**src/rtl/apb_read_sequencer.sv**
```systemverilog
`default_nettype none
// +----------------------------------------------------------------------------+
// | apb_read_sequencer: APB read initiator that bursts consecutive words to    |
// | local logic with a valid strobe and a packed-BCD check. Rev 1.0            |
// +----------------------------------------------------------------------------+
module apb_read_sequencer #(
  parameter int TIMEOUT = 16
) (
  input  logic        PCLK,
  input  logic        PRESET,
  input  logic        start,
  input  logic [31:0] base_addr,
  input  logic [3:0]  count,
  output logic        PSEL,
  output logic        PENABLE,
  output logic        PWRITE,
  output logic [31:0] PRWADDR,
  input  logic [31:0] PRDATA1,
  input  logic        PREADY,
  output logic [31:0] rd_data,
  output logic        rd_valid,
  output logic [3:0]  rd_index,
  output logic        bcd_err,
  output logic        busy,
  output logic        done,
  output logic        timeout
);

  typedef enum logic [1:0] {
    S_IDLE   = 2'd0,
    S_SETUP  = 2'd1,
    S_ACCESS = 2'd2
  } state_t;

  // Abort on the edge that ends the TIMEOUT-th stalled ACCESS cycle.
  localparam logic [7:0] c_wait_last = 8'(TIMEOUT - 1);

  state_t     r_state;
  logic [3:0] r_remaining;
  logic [3:0] r_index;
  logic [7:0] r_wait;
  logic       w_nibble_err;

  always_comb begin
    w_nibble_err = 1'b0;
    for (int i = 0; i < 8; i++) begin
      if (PRDATA1[i*4 +: 4] > 4'd9) w_nibble_err = 1'b1;
    end
  end

  assign PWRITE = 1'b0;

  always_ff @(posedge PCLK) begin
    if (PRESET) begin
      r_state     <= S_IDLE;
      r_remaining <= 4'd0;
      r_index     <= 4'd0;
      r_wait      <= 8'd0;
      PSEL        <= 1'b0;
      PENABLE     <= 1'b0;
      PRWADDR     <= 32'd0;
      rd_data     <= 32'd0;
      rd_valid    <= 1'b0;
      rd_index    <= 4'd0;
      bcd_err     <= 1'b0;
      busy        <= 1'b0;
      done        <= 1'b0;
      timeout     <= 1'b0;
    end else begin
      rd_valid <= 1'b0;
      done     <= 1'b0;
      case (r_state)
        S_IDLE: begin
          if (start) begin
            timeout <= 1'b0;
            if (count != 4'd0) begin
              PRWADDR     <= base_addr;
              r_remaining <= count;
              r_index     <= 4'd0;
              r_wait      <= 8'd0;
              PSEL        <= 1'b1;
              busy        <= 1'b1;
              r_state     <= S_SETUP;
            end
          end
        end
        S_SETUP: begin
          PENABLE <= 1'b1;
          r_state <= S_ACCESS;
        end
        S_ACCESS: begin
          if (PREADY) begin
            rd_data     <= PRDATA1;
            rd_index    <= r_index;
            bcd_err     <= w_nibble_err;
            rd_valid    <= 1'b1;
            r_index     <= r_index + 4'd1;
            r_remaining <= r_remaining - 4'd1;
            r_wait      <= 8'd0;
            PENABLE     <= 1'b0;
            if (r_remaining == 4'd1) begin
              PSEL    <= 1'b0;
              busy    <= 1'b0;
              done    <= 1'b1;
              r_state <= S_IDLE;
            end else begin
              PRWADDR <= PRWADDR + 32'd4;
              r_state <= S_SETUP;
            end
          end else if (r_wait == c_wait_last) begin
            PSEL    <= 1'b0;
            PENABLE <= 1'b0;
            busy    <= 1'b0;
            done    <= 1'b1;
            timeout <= 1'b1;
            r_wait  <= 8'd0;
            r_state <= S_IDLE;
          end else begin
            r_wait <= r_wait + 8'd1;
          end
        end
        default: r_state <= S_IDLE;
      endcase
    end
  end

endmodule
`default_nettype wire

```
**config.mk**
```make
export PLATFORM = sky130hd
export DESIGN_NAME = apb_read_sequencer
export DESIGN_NICKNAME = d
export VERILOG_FILES = /design/src/rtl/apb_read_sequencer.sv
export SDC_FILE = /design/constraint.sdc
export NUM_CORES = 1
export LEC_CHECK = 0
export BUFFER_PORTS_ARGS = -buffer_cell sky130_fd_sc_hd__buf_2
export CAP_MARGIN = 20
export CORE_ASPECT_RATIO = 0.5
export CORE_MARGIN = 4
export CORE_UTILIZATION = 55
export CTS_CLUSTER_DIAMETER = 80
export DETAILED_ROUTE_END_ITERATION = 12
export MAX_ROUTING_LAYER = met4
export PLACE_DENSITY_LB_ADDON = 0.05
export SYNTH_ARGS = -nofsm -noshare
export SYNTH_HDL_FRONTEND = slang
export SYNTH_SLANG_ARGS = --single-unit
```
**constraint.sdc**
```tcl
create_clock -name PCLK -period 3.9 [get_ports PCLK]
set_input_delay 0.78 -clock PCLK [delete_from_list [all_inputs] [get_ports PCLK]]
set_output_delay 0.78 -clock PCLK [all_outputs]
set_load 0.005 [all_outputs]
```
==> qor.yml <==
status: "finished, final reports clean"
worst-setup-path-type: "input port to register"
yosysSeqAreaShare: 0.413
reg2reg_depth: 6
place_ws_ps: 849
clk_path_buf_depth: 2
clk_pin_slew_worst_paths_ps: 60
wl_per_cell_um: 15.1
vias: 4605
viasPerCell: 5.68
grt_max_degree: 64
yosys.cell_count.top_type: "nand2_1"
start_util: 0.586
initialDrtViolationCount: 282
synth_cells: 573
rr_endpoint: "PRWADDR[21]$_SDFFE_PP0P_"
leakage_uw: 0.00232
overflow: 0
syn_avg_cell_area_sq_um: 7.77
ys_seq_elements: 92
whs_ps: 450
cts_root_buf: "clkbuf_16"
insertion_delay_ps: 340
fin_skew_ps: 4.75
async_flop_share: 0
ys.flop_type: "dfxtp_1"
hold_class: "register to register"
hold_path_end: "rd_index[1]$_SDFFE_PP0P_"
die_y_um: 71.6
worstPathArrival_ps: 2990
io_pins: 148
end_kind: "register"
cp_max_fo: 29
reg2reg_slack_ps: 1240
cts_tree: "built"
slowest_delay_ps: 880
antenna_left: 0
n_fill_cell: 669
htreeDepth: 3
synth_edf_count: 0
yosys_warnings: 0
cts-hold-fix-buffers: 0
cts_setup_buffers: 0
syn-num-nets: 650
netlist-cell-type-count: 64
finalSetupTns_ps: 0
rsz0062_at_grt: "no"
maxCapViolations: 0
nets: 775
io_buffers: 146
ir_drop_uv: 281
fin_ws_ps: 1160
grtUsageTotal: 0.255
max_freq_ghz: 0.365
grt_pass1_vias: 4194
tightest_slew_ps: 1000
worst_slew_margin_rel: 0.330
ff_latch_area_sq_um: 1840
clock_sinks: 92
drv_slew: 0
multi_input_area_sq_um: 2410
drc: 0
start_kind: "input port"
die_x_um: 135
hold_viol: 0
dr.pass1.iters: 5
dieArea_sq_um: 9690
synth_top_area_frac: 0.413
yosysTopAreaCell: "dfxtp_1"
p_per_area_nw_per_um2: 402
synth_commonest_cells: "nand2_1, dfxtp_1, a21oi_1"
hold_path_startpoint: "rd_index[1]$_SDFFE_PP0P_"
required_ps: 4150
routed_wl_um: 12200
cts_resized: 0
path_cells: "buf_2 > nor3b_2 > a22o_1 > nand2b_1 > inv_1 > o2bb2ai_1 > nor4_1"
syn_area_sq_um: 4450
n_antenna_cell: 0
core_region_area_sq_um: 7600
cts_buffers: 9
dp_hpwl_um: 8570
antenna_found_initial: 0
grt_pass1_wl_um: 19700
setup_viol: 0
period_needed_ps: 2740
cp_slowest_cell: "a22o_1"
gp_congestion: 0.877
hold_path_depth: 2
synth_area_leaders: "dfxtp_1, nand2_1, a21oi_1"
area_growth_pct: 23.9
rows: 22
drive_above_1_share: 0.263
r2r_start: "r_state[0]$_SDFFE_PP0P_"
fin_crit_sh: 0.702
[critical path, delay by kind of cell]
kind	cells	cell delay [ps]
simple gates	3	1010
compound gates	2	950
buf+inv	2	250
[report_power, final]
part           switching, uW  internal [uW]
logic                    176            140
registers               62.4            987
clock network            390            461
[worst max path at each step]
stage | start | to | slack, ps
finish | start | PRWADDR[21]$_SDFFE_PP0P_ | 1160
global route | start | PRWADDR[21]$_SDFFE_PP0P_ | 930
CTS | start | PRWADDR[21]$_SDFFE_PP0P_ | 1210
detailed placement | start | PRWADDR[21]$_SDFFE_PP0P_ | 850
global placement | start | PRWADDR[26]$_SDFFE_PP0P_ | 890
floorplan | count[2] | PRWADDR[4]$_SDFFE_PP0P_ | 1600
[area by class of cell]
cell class | instances | area share
clock buffer | 10 | 0.0433
clock inverter | 6 | 0.00975
inverter | 9 | 0.00612
multi-input combinational | 433 | 0.437
sequential | 92 | 0.334
tap | 108 | 0.0245
timing repair buffer | 153 | 0.146
[registers in the layout, indices dropped and copies added (netlist names)]
signal,cells
timeout,1
r_state,2
r_index,4
done,1
r_remaining,4
rd_data,32
PENABLE,1
rd_valid,1
r_wait,8
busy,1
bcd_err,1
PRWADDR,32
rd_index,4
[placed cells by master (no fill, tap or decap), types with 6 or more instances in the layout]
| cell type | synthesis | final |
|---|---|---|
| a21oi_1 | 72 | 72 |
| nand2_1 | 107 | 107 |
| clkbuf_16 | 0 | 9 |
| o21ai_0 | 20 | 20 |
| xor2_1 | 7 | 7 |
| dfxtp_1 | 92 | 92 |
| nor3_1 | 19 | 19 |
| nand3_1 | 16 | 16 |
| buf_4 | 4 | 6 |
| nor4_1 | 7 | 7 |
| inv_1 | 9 | 9 |
| a211oi_1 | 6 | 6 |
| and3_1 | 9 | 9 |
| nor2_1 | 49 | 49 |
| a31oi_1 | 9 | 9 |
| nand4_1 | 16 | 16 |
| buf_2 | 7 | 146 |
| or4_1 | 6 | 6 |
[per-stage QoR]
| step | area [sq um] | instances | utilization | total power, uW |
|---|---|---|---|---|
| 2_1_floorplan | 4450 | 573 | - | 1250 |
| 3_3_place_gp | 5200 | 794 | 0.684 | 1370 |
| 3_5_place_dp | 5200 | 794 | 0.684 | 1380 |
| 4_1_cts | 5490 | 810 | 0.723 | 2230 |
| 5_1_grt | 5520 | 811 | 0.727 | 2320 |
| 6_report | 5520 | 811 | 0.727 | 2220 |
[per-layer routing]
metal	global-route usage	up-vias	routed length, um
met3	0.0631	19	1060
met5	-	-	0
met2	0.395	199	5520
li1	-	2296	-
met4	0.0615	0	124
met1	0.339	2091	5540
[kinds of logic (layout without fill, tap and decap cells)]
logic type / Yosys count / in the layout / share of synthesized area
xor gates and xnor gates: 8 / 8 / 0.0157
buffers and inverters: 48 / 178 / 0.0458
adders and majority gates: 5 / 5 / 0.0140
other: 1 / 1 / 0.000842
DFF: 92 / 92 / 0.413
and+or+nand+nor: 263 / 263 / 0.290
muxes: 4 / 4 / 0.0101
AOI/OAI and AO/OA: 152 / 152 / 0.210
(Power assumes the default switching activity.)
